[src/rtl/itch_multichannel_parser.sv]
// itch_multichannel_parser
//   Multi-feed ITCH front end. Each of NUM_CH 64-bit feeds is buffered in its own
//   FIFO, and each push is checked for sequence continuity on that channel. A round-robin
//   arbiter moves buffered messages into a single registered book-update stream with
//   valid/ready backpressure. Unknown message types are dropped at decode time and
//   reported with a one-cycle error pulse.
//
// Ports
//   clk, rst             rising-edge clock, asynchronous active-high reset
//   in_valid/in_ready    per-channel push handshake (in_ready = FIFO not full)
//   in_data              per channel {symbol[63:32], price[31:0]}, ch i at [64i+:64]
//   in_type, in_seq      per-channel ITCH type byte and sequence number
//   out_valid/out_ready  decoded update handshake
//   out_channel, out_symbol, out_price, out_action, out_seq   decoded update fields
//   err_valid, err_channel   one-cycle pulse for a discarded unknown-type message
//   msgs_accepted, parse_errors, seq_gaps   saturating statistics counters
module itch_multichannel_parser #(
    parameter int NUM_CH     = 4,
    parameter int FIFO_DEPTH = 8,
    parameter int SEQ_WIDTH  = 16,
    parameter int CNT_WIDTH  = 32
) (
    input  logic                        clk,
    input  logic                        rst,
    input  logic [NUM_CH-1:0]           in_valid,
    input  logic [NUM_CH*64-1:0]        in_data,
    input  logic [NUM_CH*8-1:0]         in_type,
    input  logic [NUM_CH*SEQ_WIDTH-1:0] in_seq,
    output logic [NUM_CH-1:0]           in_ready,
    output logic                        out_valid,
    input  logic                        out_ready,
    output logic [2:0]                  out_channel,
    output logic [31:0]                 out_symbol,
    output logic [31:0]                 out_price,
    output logic [2:0]                  out_action,
    output logic [SEQ_WIDTH-1:0]        out_seq,
    output logic                        err_valid,
    output logic [2:0]                  err_channel,
    output logic [CNT_WIDTH-1:0]        msgs_accepted,
    output logic [CNT_WIDTH-1:0]        parse_errors,
    output logic [CNT_WIDTH-1:0]        seq_gaps
);

    localparam int IDX_W   = $clog2(NUM_CH);
    localparam int PTR_W   = $clog2(FIFO_DEPTH);
    localparam int OCC_W   = PTR_W + 1;
    // FIFO entry layout: {type[7:0], symbol[31:0], price[31:0], seq}
    localparam int ENTRY_W = 8 + 64 + SEQ_WIDTH;
    localparam logic [OCC_W-1:0] OCC_FULL = OCC_W'(FIFO_DEPTH);

    // Channel index reached by stepping 'off' places past 'base', wrapping at NUM_CH.
    function automatic logic [IDX_W-1:0] rr_idx(input logic [IDX_W-1:0] base, input int off);
        int sum_v;
        sum_v = (int'(base) + off) % NUM_CH;
        return IDX_W'(sum_v);
    endfunction

    // ITCH type byte to book action; 0 marks an unknown type.
    function automatic logic [2:0] decode_action(input logic [7:0] t);
        logic [2:0] a;
        case (t)
            8'h41:   a = 3'd1;
            8'h45:   a = 3'd2;
            8'h58:   a = 3'd3;
            8'h44:   a = 3'd4;
            default: a = 3'd0;
        endcase
        return a;
    endfunction

    // Add that sticks at all-ones instead of wrapping.
    function automatic logic [CNT_WIDTH-1:0] sat_add(input logic [CNT_WIDTH-1:0] a,
                                                     input logic [CNT_WIDTH-1:0] b);
        logic [CNT_WIDTH:0] s;
        s = {1'b0, a} + {1'b0, b};
        if (s[CNT_WIDTH]) begin
            return '1;
        end else begin
            return s[CNT_WIDTH-1:0];
        end
    endfunction

    // Number of set bits in a per-channel vector.
    function automatic logic [CNT_WIDTH-1:0] popcount(input logic [NUM_CH-1:0] v);
        logic [CNT_WIDTH-1:0] c;
        c = '0;
        for (int i = 0; i < NUM_CH; i++) begin
            c = c + CNT_WIDTH'(v[i]);
        end
        return c;
    endfunction

    logic [ENTRY_W-1:0]   mem_r     [NUM_CH][FIFO_DEPTH];
    logic [PTR_W-1:0]     wr_ptr_r  [NUM_CH];
    logic [PTR_W-1:0]     rd_ptr_r  [NUM_CH];
    logic [OCC_W-1:0]     occ_r     [NUM_CH];
    logic [OCC_W-1:0]     occ_next_s[NUM_CH];
    logic [SEQ_WIDTH-1:0] exp_seq_r [NUM_CH];
    logic [NUM_CH-1:0]    seen_r;
    logic [IDX_W-1:0]     rr_ptr_r;

    logic [NUM_CH-1:0]    push_s;
    logic [NUM_CH-1:0]    pop_s;
    logic [NUM_CH-1:0]    gap_s;
    logic                 grant_any_s;
    logic [IDX_W-1:0]     grant_idx_s;
    logic [ENTRY_W-1:0]   head_s;
    logic [2:0]           head_act_s;
    logic                 parse_err_s;

    // Push qualification and sequence-continuity check on the incoming messages.
    always_comb begin
        push_s = '0;
        gap_s  = '0;
        for (int i = 0; i < NUM_CH; i++) begin
            push_s[i] = in_valid[i] & in_ready[i];
            gap_s[i]  = push_s[i] & seen_r[i] &
                        (in_seq[i*SEQ_WIDTH +: SEQ_WIDTH] != exp_seq_r[i]);
        end
    end

    // Round-robin grant over non-empty FIFOs whenever the output register can take a new entry.
    always_comb begin
        grant_any_s = 1'b0;
        grant_idx_s = '0;
        pop_s       = '0;
        if (!out_valid || out_ready) begin
            for (int k = 0; k < NUM_CH; k++) begin
                if (!grant_any_s && (occ_r[rr_idx(rr_ptr_r, k)] != '0)) begin
                    grant_any_s = 1'b1;
                    grant_idx_s = rr_idx(rr_ptr_r, k);
                end else begin
                    grant_any_s = grant_any_s;
                end
            end
            pop_s[grant_idx_s] = grant_any_s;
        end else begin
            pop_s = '0;
        end
        head_s      = mem_r[grant_idx_s][rd_ptr_r[grant_idx_s]];
        head_act_s  = decode_action(head_s[ENTRY_W-1 -: 8]);
        parse_err_s = grant_any_s && (head_act_s == 3'd0);
    end

    // Next occupancy per channel from this cycle's push/pop pair.
    always_comb begin
        for (int i = 0; i < NUM_CH; i++) begin
            case ({push_s[i], pop_s[i]})
                2'b10:   occ_next_s[i] = occ_r[i] + OCC_W'(1);
                2'b01:   occ_next_s[i] = occ_r[i] - OCC_W'(1);
                default: occ_next_s[i] = occ_r[i];
            endcase
        end
    end

    // FIFO storage; contents need no reset because occupancy gates every read.
    always_ff @(posedge clk) begin
        for (int i = 0; i < NUM_CH; i++) begin
            if (push_s[i]) begin
                mem_r[i][wr_ptr_r[i]] <= {in_type[i*8 +: 8], in_data[i*64 +: 64],
                                          in_seq[i*SEQ_WIDTH +: SEQ_WIDTH]};
            end
        end
    end

    // FIFO pointers, occupancy, registered in_ready and per-channel expected sequence.
    always_ff @(posedge clk or posedge rst) begin
        if (rst) begin
            for (int i = 0; i < NUM_CH; i++) begin
                wr_ptr_r[i]  <= '0;
                rd_ptr_r[i]  <= '0;
                occ_r[i]     <= '0;
                exp_seq_r[i] <= '0;
            end
            seen_r   <= '0;
            in_ready <= '1;
        end else begin
            for (int i = 0; i < NUM_CH; i++) begin
                if (push_s[i]) begin
                    wr_ptr_r[i]  <= wr_ptr_r[i] + PTR_W'(1);
                    // Resynchronise on every push so one gap is counted once.
                    exp_seq_r[i] <= in_seq[i*SEQ_WIDTH +: SEQ_WIDTH] + SEQ_WIDTH'(1);
                    seen_r[i]    <= 1'b1;
                end
                if (pop_s[i]) begin
                    rd_ptr_r[i] <= rd_ptr_r[i] + PTR_W'(1);
                end
                occ_r[i]    <= occ_next_s[i];
                in_ready[i] <= (occ_next_s[i] != OCC_FULL);
            end
        end
    end

    // Output register, error pulse and round-robin pointer.
    always_ff @(posedge clk or posedge rst) begin
        if (rst) begin
            out_valid   <= 1'b0;
            out_channel <= 3'd0;
            out_symbol  <= 32'd0;
            out_price   <= 32'd0;
            out_action  <= 3'd0;
            out_seq     <= '0;
            err_valid   <= 1'b0;
            err_channel <= 3'd0;
            rr_ptr_r    <= '0;
        end else begin
            err_valid <= 1'b0;
            if (grant_any_s) begin
                rr_ptr_r <= rr_idx(grant_idx_s, 1);
                if (!parse_err_s) begin
                    out_valid   <= 1'b1;
                    out_channel <= 3'(grant_idx_s);
                    out_action  <= head_act_s;
                    out_symbol  <= head_s[SEQ_WIDTH+32 +: 32];
                    out_price   <= head_s[SEQ_WIDTH +: 32];
                    out_seq     <= head_s[SEQ_WIDTH-1:0];
                end else begin
                    // Unknown type uses the slot but produces no update.
                    out_valid   <= 1'b0;
                    err_valid   <= 1'b1;
                    err_channel <= 3'(grant_idx_s);
                end
            end else if (out_valid && out_ready) begin
                out_valid <= 1'b0;
            end else begin
                out_valid <= out_valid;
            end
        end
    end

    // Saturating statistics; same-edge events on several channels add together.
    always_ff @(posedge clk or posedge rst) begin
        if (rst) begin
            msgs_accepted <= '0;
            parse_errors  <= '0;
            seq_gaps      <= '0;
        end else begin
            msgs_accepted <= sat_add(msgs_accepted, popcount(push_s));
            seq_gaps      <= sat_add(seq_gaps, popcount(gap_s));
            parse_errors  <= sat_add(parse_errors, CNT_WIDTH'(parse_err_s));
        end
    end

endmodule

[config.mk]
export PLATFORM = sky130hd
export DESIGN_NAME = itch_multichannel_parser
export DESIGN_NICKNAME = d
export VERILOG_FILES = /design/src/rtl/itch_multichannel_parser.sv
export SDC_FILE = /design/constraint.sdc
export NUM_CORES = 2
export LEC_CHECK = 0
export ABC_AREA = 0
export ABC_CLOCK_PERIOD_IN_PS = 11440
export CAP_MARGIN = 30
export CORE_MARGIN = 2
export CORE_UTILIZATION = 23
export DETAILED_ROUTE_END_ITERATION = 7
export GPL_TIMING_DRIVEN = 0
export PLACE_DENSITY = 0.48
export RECOVER_POWER = 25
export SYNTH_ARGS = -nofsm -noshare
export SYNTH_HDL_FRONTEND = slang
export SYNTH_SLANG_ARGS = --single-unit
[constraint.sdc]
create_clock -name clk -period 11.44 [get_ports clk]
set_input_delay 2.288 -clock clk [delete_from_list [all_inputs] [get_ports clk]]
set_output_delay 2.288 -clock clk [all_outputs]
set_load 0.02 [all_outputs]
==> metrics.cfg <==
[synth]
number_of_synthesized_flops_with_an_enable_pin = 2816
synth.ff_latch_count = 3115
ys_async_sr_fraction = 0.0960
share_of_cell_area_taken_by_muxes_after_synthesis = 0.0140
synth_compound_gate_area_share = 0.0629
synth_seq_area_share = 0.731
synth_top_family_by_area = simple AND/OR/NAND/NOR gates
yosys_warnings = 0
yosys_most_used_dff = sky130_fd_sc_hd__edfxtp_1
post_synth_and_or_nand_nor_area_fraction = 0.148
parity_gate_share_of_the_synthesized_area_counting_xor_and_xnor_cells = 0.0151
synth_fa_ha_area_frac = 0.00437
syn-mean-instance-area_sq_um = 13.0
postSynthCellCount = 9660
syn_area_sq_um = 126000
synth.lib_cells_used.distinct = 78

[setup_path]
crit_buf_inv = 9
critical_path_arrival_ns = 9.45
crit_path_max_incr_delay_ns = 0.64
timing.critical_path.to_type = flip-flop
r2r-end = parse_errors[9]
worst_r2r_start = occ_r[0]
critPathTopFamily = buffers and inverters
cp_slowest_cell = sky130_fd_sc_hd__clkbuf_1
rrSetupSlack_ns = 3.72
critPathKind = input pin to flip-flop
crit_path_max_fanout = 10
crit_start = out_ready
path_depth = 26
worst_setup_path_endpoint = parse_errors[9]
start_kind = input pin
critPathMostFrequentCell = sky130_fd_sc_hd__clkbuf_1
required_ns = 12.33
worst_reg2reg_path_length_in_cells = 26

[die]
die_w_microns = 744
die_h_microns = 744
cell_rows = 271
design.die.area_sq_um = 553000
core-area_sq_um = 545000
start_util = 0.231
num_io_pins = 550

[global_routing]
wire_length_of_the_first_global_routing_pass_microns = 746000
maximum_number_of_pins_on_one_net_before_global_route_repair = 95
grt_usage = 0.195
gr-total-overflow = 0
first_global_vias = 86081
number_of_antenna_violations_at_the_first_check_in_global_routing = 254

[routing]
drt_drc_violations_left = 6
drt_iter0_drc = 11661
route.vias.total = 90238
ant_nets = 0
drt_first_pass_iters = 8
finalWirelength_microns = 559000
vias_per_cell = 4.85
wl_per_cell_microns = 30.1

[timing]
layout_worst_path_cycle_share = 0.748
finalHoldViolations = 0
min_period_ns = 8.56
count_of_pins_over_their_slew_limit = 58
timing_worst_slew_pin_value_ns = 2.87
finish_stage_setup_viols = 0
rsz0062_at_grt = no
clock_skew_ns = 0.0442
timing.final.ws_setup_ns = 2.88
tns_ns = 0
clock.fmax_mhz = 117
slew_headroom = -0.924

[clock_tree]
cts_resized = 0
cell_at_the_root_of_the_clock_tree = sky130_fd_sc_hd__clkbuf_16
cts_buffer_depth = 4
cts_tree = built
clk-insertion-delay-late_ns = 0.98
numClockSinks = 3115
h_tree_depth = 5
postCtsSetupRepairBufs = 0
cts_hold_repair.buffers = 0
cts_inserted_buffers = 351
cts.clk_slew.worst_paths_ns = 0.06

[final_layout]
finish.net_count = 11381
most-common-layout-cells = sky130_fd_sc_hd__nand2_1, sky130_fd_sc_hd__edfxtp_1, sky130_fd_sc_hd__clkbuf_1
flow.area_growth_from_synthesis_pct = 25.2
layout-drive-gt1-share = 0.0917
layout_commonest_cell = sky130_fd_sc_hd__nand2_1

[placement]
detailedPlacementHpwl_microns = 414000
gp_congestion = 0.863
port-buffer-count = 547
dp_slack_ns = 1.99

[run]
timing.max_cap.violations = 1

[status]
outcome = complete, but fails checks
failed_checks = DRC, capacitance limit, slew limit

[min_path]
min-delay-path-class = flip-flop to flip-flop

==> registers in the layout, summed over array words and instances, names as in the netlist, 4 cells and up <==
| register | count |
|---|---|
| occ_r | 16 |
| out_symbol | 32 |
| in_ready | 4 |
| parse_errors | 32 |
| rd_ptr_r | 12 |
| msgs_accepted | 32 |
| seen_r | 4 |
| out_seq | 16 |
| wr_ptr_r | 12 |
| mem_r | 2816 |
| seq_gaps | 32 |
| exp_seq_r | 64 |
| out_price | 32 |
==> worst min-delay path by stage <==
stage,from,to,slack [ns],cells past startpoint
after CTS,seen_r[0],seen_r[0],0.47,1
after global routing,seen_r[2],seen_r[2],0.48,1
after floorplan,seen_r[0],seen_r[0],0.43,1
final,rd_ptr_r[5],rd_ptr_r[5],0.47,1
after global placement,seen_r[2],seen_r[2],0.45,1
after detailed placement,seen_r[2],seen_r[2],0.45,1
==> stage by stage <==
stage	hold WS (ns)	cell area, sq um	cells	utilization
after floorplan	0.434	126000	9661	-
after global placement	0.448	140000	17442	0.258
after detailed placement	0.452	146000	17853	0.269
after CTS	0.470	157000	18493	0.289
after global routing	0.483	158000	18555	0.289
final	0.469	158000	18594	0.289
==> per-layer routing <==
metal | track usage | wire [microns] | vias to the layer above
li1 | - | - | 38274
met1 | 0.250 | 221000 | 45613
met2 | 0.306 | 253000 | 5106
met3 | 0.0533 | 58100 | 1133
met4 | 0.0900 | 26300 | 112
met5 | 0 | 674 | -
==> cell families (layout without fill, tap and decap cells) <==
logic type               after synthesis  after routing
adder cells (fa/ha/maj)               38             38
AND/OR/NAND/NOR                     4308           4308
AO/OA/AOI/OAI                       1043           1043
XOR/XNOR                             217            217
flip-flops                          3115           3115
multiplexers                         173            173
other                                  1             91
buffers and inverters                765           2375
==> cell type report <==
cell class                      instances  area (sq um)
Sequential cell                      3115         92000
Antenna cell                           89           223
Multi-Input combinational cell       5781         31000
Clock inverter                        159          1380
Inverter                              129           485
Clock buffer                          481          9510
Tap cell                             7234          9050
Buffer                                636          2610
Timing Repair Buffer                  970         11300
Fill cell                           55477        387000
==> cells in the mapped netlist, types with 50 or more instances <==
cell                       number  area share
sky130_fd_sc_hd__nor2_1        50      0.0015
sky130_fd_sc_hd__clkbuf_1     579       0.017
sky130_fd_sc_hd__xnor2_1       58      0.0040
sky130_fd_sc_hd__nand3_1      406       0.016
sky130_fd_sc_hd__and3_1       438       0.022
sky130_fd_sc_hd__a311oi_1     482       0.034
sky130_fd_sc_hd__nor3_1       289       0.011
sky130_fd_sc_hd__edfxtp_1    2816        0.67
sky130_fd_sc_hd__a21oi_1      117      0.0047
sky130_fd_sc_hd__o21ai_0       83      0.0033
sky130_fd_sc_hd__nand2_1     2970       0.089
sky130_fd_sc_hd__a31oi_1       86      0.0043
sky130_fd_sc_hd__inv_1        129      0.0038
sky130_fd_sc_hd__xor2_1       159       0.011
sky130_fd_sc_hd__o211ai_1     167       0.010
sky130_fd_sc_hd__mux2i_1      154       0.012
sky130_fd_sc_hd__dfrtp_1      295       0.059
Power is not shown: default switching activity piles up to over one toggle a cycle in this logic, so the estimate is an artifact.
